--- src/rtl/snd_dac_out.sv ---
// snd_dac_out: per-channel 1-bit audio DAC stream generator.
// Converts signed samples to offset-binary duties, double-buffers them
// (shadow -> active at frame wrap) and modulates each channel with either
// PWM (MODE 0) or a first-order sigma-delta accumulator (MODE 1).
module snd_dac_out #(
  parameter int CH   = 2,
  parameter int DW   = 16,
  parameter int PW   = 8,
  parameter int MODE = 0
) (
  input  logic             clk,
  input  logic             rst_n,
  input  logic             cen,
  input  logic [CH*DW-1:0] sample_in,
  input  logic             sample_valid,
  output logic [CH-1:0]    dac_out,
  output logic             frame_start,
  output logic             overrun
);

  logic [PW-1:0]          cnt_q, cnt_d;
  logic [CH-1:0][PW-1:0]  shadow_q, active_q;
  logic [CH-1:0][PW-1:0]  duty_in, duty_use;
  logic [CH-1:0][PW:0]    acc_q, acc_d;
  logic [CH-1:0]          dac_q, dac_d;
  logic                   pending_q, overrun_q, frame_start_q;
  logic                   wrap;

  // Wrap tick: last counter value of the frame on an enabled tick.
  assign wrap = cen && (cnt_q == {PW{1'b1}});

  // Duty conversion, duty selection at the wrap, and modulator next state.
  always_comb begin
    // NOTE: every variable gets a default before any conditional logic so
    // no path leaves it unassigned and no latch is inferred.
    cnt_d    = cnt_q + 1'b1;
    duty_in  = '0;
    duty_use = '0;
    acc_d    = '0;
    dac_d    = '0;
    for (int k = 0; k < CH; k++) begin
      // Top PW bits with the sign bit inverted give offset binary.
      duty_in[k]  = {~sample_in[k*DW + DW-1], sample_in[k*DW + DW-2 -: PW-1]};
      // On the wrap the new duty drives the very first tick of the frame,
      // which gives one clk of latency from wrap to modulated output.
      duty_use[k] = (wrap && pending_q) ? shadow_q[k] : active_q[k];
      acc_d[k]    = {1'b0, acc_q[k][PW-1:0]} + {1'b0, duty_use[k]};
      if (MODE == 0) begin
        dac_d[k] = (cnt_d < duty_use[k]);
      end else begin
        dac_d[k] = acc_d[k][PW];
      end
    end
  end

  // Sample capture, frame sequencing and modulator state.
  always_ff @(posedge clk or negedge rst_n) begin
    // NOTE: shadow/active duties are a handful of flops, not a memory
    // array, so clearing them in the asynchronous reset costs nothing.
    if (!rst_n) begin
      cnt_q         <= '0;
      shadow_q      <= '0;
      active_q      <= '0;
      acc_q         <= '0;
      dac_q         <= '0;
      pending_q     <= 1'b0;
      overrun_q     <= 1'b0;
      frame_start_q <= 1'b0;
    end else begin
      // NOTE: non-blocking assignments so every register samples the
      // pre-edge values; the wrap reads the old shadow while a same-cycle
      // sample lands in the new one.
      frame_start_q <= wrap;
      // A pending sample consumed by a simultaneous wrap is not lost.
      overrun_q     <= sample_valid && pending_q && !wrap;
      if (sample_valid) begin
        shadow_q <= duty_in;
      end
      if (sample_valid) begin
        pending_q <= 1'b1;
      end else if (wrap) begin
        pending_q <= 1'b0;
      end
      if (wrap && pending_q) begin
        active_q <= shadow_q;
      end
      if (cen) begin
        cnt_q <= cnt_d;
        acc_q <= acc_d;
        dac_q <= dac_d;
      end
    end
  end

  assign dac_out     = dac_q;
  assign frame_start = frame_start_q;
  assign overrun     = overrun_q;

endmodule

--- config.mk ---
export PLATFORM = sky130hd
export DESIGN_NAME = snd_dac_out
export DESIGN_NICKNAME = d
export VERILOG_FILES = /design/src/rtl/snd_dac_out.sv
export SDC_FILE = /design/constraint.sdc
export NUM_CORES = 1
export LEC_CHECK = 0
export BUFFER_PORTS_ARGS = -buffer_cell sky130_fd_sc_hd__buf_2
export CORE_UTILIZATION = 57
export CTS_BUF_LIST = sky130_fd_sc_hd__clkbuf_8
export DETAILED_ROUTE_END_ITERATION = 8
export PLACE_DENSITY = 0.8
export SLEW_MARGIN = 20
export SYNTH_ARGS = -nofsm -noshare
export SYNTH_HDL_FRONTEND = slang
export SYNTH_SLANG_ARGS = --single-unit
--- constraint.sdc ---
create_clock -name clk -period 2.73 [get_ports clk]
set_input_delay 0.273 -clock clk [delete_from_list [all_inputs] [get_ports clk]]
set_output_delay 0.273 -clock clk [all_outputs]
set_load 0.02 [all_outputs]
==> metrics.yaml <==
status: "finished clean"
fp.dieH_um: 64.23
route.vias.total: 1387
hold_path_class: "input pin to register"
timing_worst_setup_path_type: "register to register"
total_power_uw: 2010
floorplan.rows: 22
syn-mean-instance-area_sq_um: 12.33
ys_seq_elements: 45
max-cap-violations: 0
antenna_cells: 0
yosysWarningCount: 0
tightestPinTransition_ns: 0.5611
worstHoldPathCells: 2
post_layout_instance_count_excluding_filler_cells: 255
detail-route-antenna-nets: 0
pwr-share-comb: 0.388
max-clock-path-buffers: 2
rr_worst_depth: 10
net_switching_share_of_the_total_power: 0.3576
insertion_delay_of_the_later_clocked_pin_in_the_worst_skew_pair_ns: 0.30
synth_area_leaders: "dfrtp_1 (51%), mux2_2 (13%), ha_1 (8.5%), xnor2_1 (2.8%), inv_1 (2.7%)"
synth_top_area_cell: "dfrtp_1"
netSwitchingPower_uw: 718.7
ys_types: 32
number_of_antenna_violations_at_the_first_check_in_global_routing: 0
grt_util_all_layers: 0.2257
final_core_utilization: 0.6672
final_layout_size_suffix_gt1_frac: 0.3333
grt_max_degree: 46
finalCritPeriodShare: 0.9202
detail_route.iter0.violations: 59
seq_area_frac_synth: 0.5102
finalWeightedCongestion: 0.8835
dp_hpwl_um: 2831
layout.cells.most_common_list: "dfrtp_1 (45), mux2_2 (26), buf_2 (22)"
setup_violations: 0
syn_inst: 179
yosys.area.top_type_share: 0.5102
drtPass1Iterations: 4
clkSlewWorstSetupHoldPaths_ns: 0.08
power.leakage_uw: 0.001207
cts.repair_timing.setup_buffer_count: 0
grt_first_pass_wirelength_um: 6734
final_period_minus_worst_setup_slack_ns: 2.512
critPathRequiredTime_ns: 2.92
finalNetCount: 259
total_i_o_pin_count: 40
ir_drop_mv: 0.4804
floorplan.die_area_sq_um: 4125
relSlewSlack: 0.6259
seq_power_share: 0.423
timing.critical_path.fanout_max: 10
fin_setup_tns_ns: 0
max_clock_freq_mhz: 398.1
cts_inserted_buffers: 5
drcViolationCount: 0
syn_nets: 230
startpoint_type: "register"
tritoncts: "done"
timing.final.hold_violations: 0
aggregate_routed_wire_length_um: 3848
die_w_um: 64.23
clock_sinks: 45
cts.root.buffer_cell: "clkbuf_8"
layout_commonest_cell: "dfrtp_1"
grt_overflow_total: 0
finalClockSkew_ns: 0.006279
worstSetupEndpointType: "register"
total_internal_power_uw: 1291
initial_core_util: 0.5984
areaGrowthSynthToFinish_pct: 11.51
number_of_cells_in_the_design_after_placement: 248
via_count_of_the_first_global_routing_pass: 1427
route.detailed.wl_per_inst_um: 15.09
critPathArrivalTime_ns: 2.70
port_buffers: 23
cts_htree_levels: 2
unrepaired_setup_endpoints_after_global_routing: "no"
post_synth_instance_area_sq_um: 2207
final-max-slew-violation-count: 0
power_per_cell_area_nw_per_um2: 816.6
post_drt_via_cell_ratio: 5.439
clock_power_share: 0.189
coreArea_sq_um: 3689
-- registers in the layout, summed over array words and instances, names as in the netlist --
register and cells:
shadow_q 16, frame_start 1, overrun 1, cnt_q 8, dac_out 2, active_q 16, pending_q 1
-- through the flow --
step,instance area (sq um),worst slack (ns),hold WS [ns]
after floorplan,2207,0.2949,-0.02259
after global placement,2366,0.1971,0.4504
after detailed placement,2366,0.08333,0.4569
after CTS,2440,0.06832,0.1371
after global routing,2461,0.04500,0.1403
final,2461,0.2180,0.1415
-- final timing paths --
kind                       slack (ns)           end           from
hold reg to reg                  0.48   active_q[7]    active_q[7]
max in group asynchronous        1.83      cnt_q[1]          rst_n
setup reg to reg                 0.22    dac_out[0]       cnt_q[3]
setup / recovery                 0.22    dac_out[0]       cnt_q[3]
hold / removal                   0.14  shadow_q[15]  sample_in[31]
min in group asynchronous        0.50   shadow_q[9]          rst_n
-- worst max-delay path: stages (launching register included) --
cell	delay [ns]
dfrtp_1	0.48
and4_1	0.31
nand4_4	0.23
buf_4	0.25
mux2_4	0.21
inv_2	0.03
ha_1	0.30
nand3_1	0.11
a211oi_1	0.23
o211a_1	0.20
o22ai_1	0.06
-- power groups by stage --
stage                     registers, uW  logic, uW  clock network [uW]
final                               850        780                 380
after global routing                862        888                 418
after CTS                           848        779                 388
after detailed placement            862        770                   0
after global placement              849        712                   0
after floorplan                     842        579                   0
-- cell usage after synthesis --
cell type and instances:
dfrtp_1 45, mux2_2 26, inv_1 16, ha_1 15, nor2_1 7, xnor2_1 7
nand2_1 6, nand3_1 6, xor2_1 6, a21o_1 5, nand4_1 5, a21oi_1 3
buf_4 3, inv_2 3, mux2_4 3, o21ai_0 3, a211oi_1 2, and3_1 2
buf_6 2, mux2i_1 2, a211oi_2 1, and3_4 1, and4_1 1, buf_1 1
buf_2 1, nand2b_1 1, nand4_2 1, nand4b_1 1, nor2b_1 1, o2111ai_1 1
o211a_1 1, o22ai_1 1
-- logic make-up after synthesis --
| kind of cell | Yosys count | synth area share |
|---|---|---|
| buffers and inverters | 26 | 0.05668 |
| flip-flops | 45 | 0.5102 |
| adder cells (fa/ha/maj) | 15 | 0.08503 |
| multiplexers | 31 | 0.1621 |
| AND/OR/NAND/NOR | 32 | 0.07994 |
| AO/OA/AOI/OAI | 17 | 0.05442 |
| XOR/XNOR | 13 | 0.05159 |
-- timing repair --
action	4_1_cts	5_1_grt
endpoints found under the setup margin	0	2
hold buffers	0	1
gates resized for setup	0	1
hold endpoints to repair	0	4
-- routing by layer --
metal | wire (um) | global-route usage | vias up
li1 | - | - | 668
met1 | 1721 | 0.2713 | 684
met2 | 1886 | 0.3723 | 29
met3 | 171 | 0.06429 | 6
met4 | 69 | 0.1083 | 0
met5 | 0 | 0 | -
-- final cells by class --
cell class,instances,area (sq um)
clock buffer,5,68.82
clock inverter,1,5.005
fill,290,1227
inverter,19,71.32
multi-input combinational,108,964.7
sequential,45,1126
tap,48,60.06
timing repair buffer,29,165.2
Power figures use the tool's default switching activity.
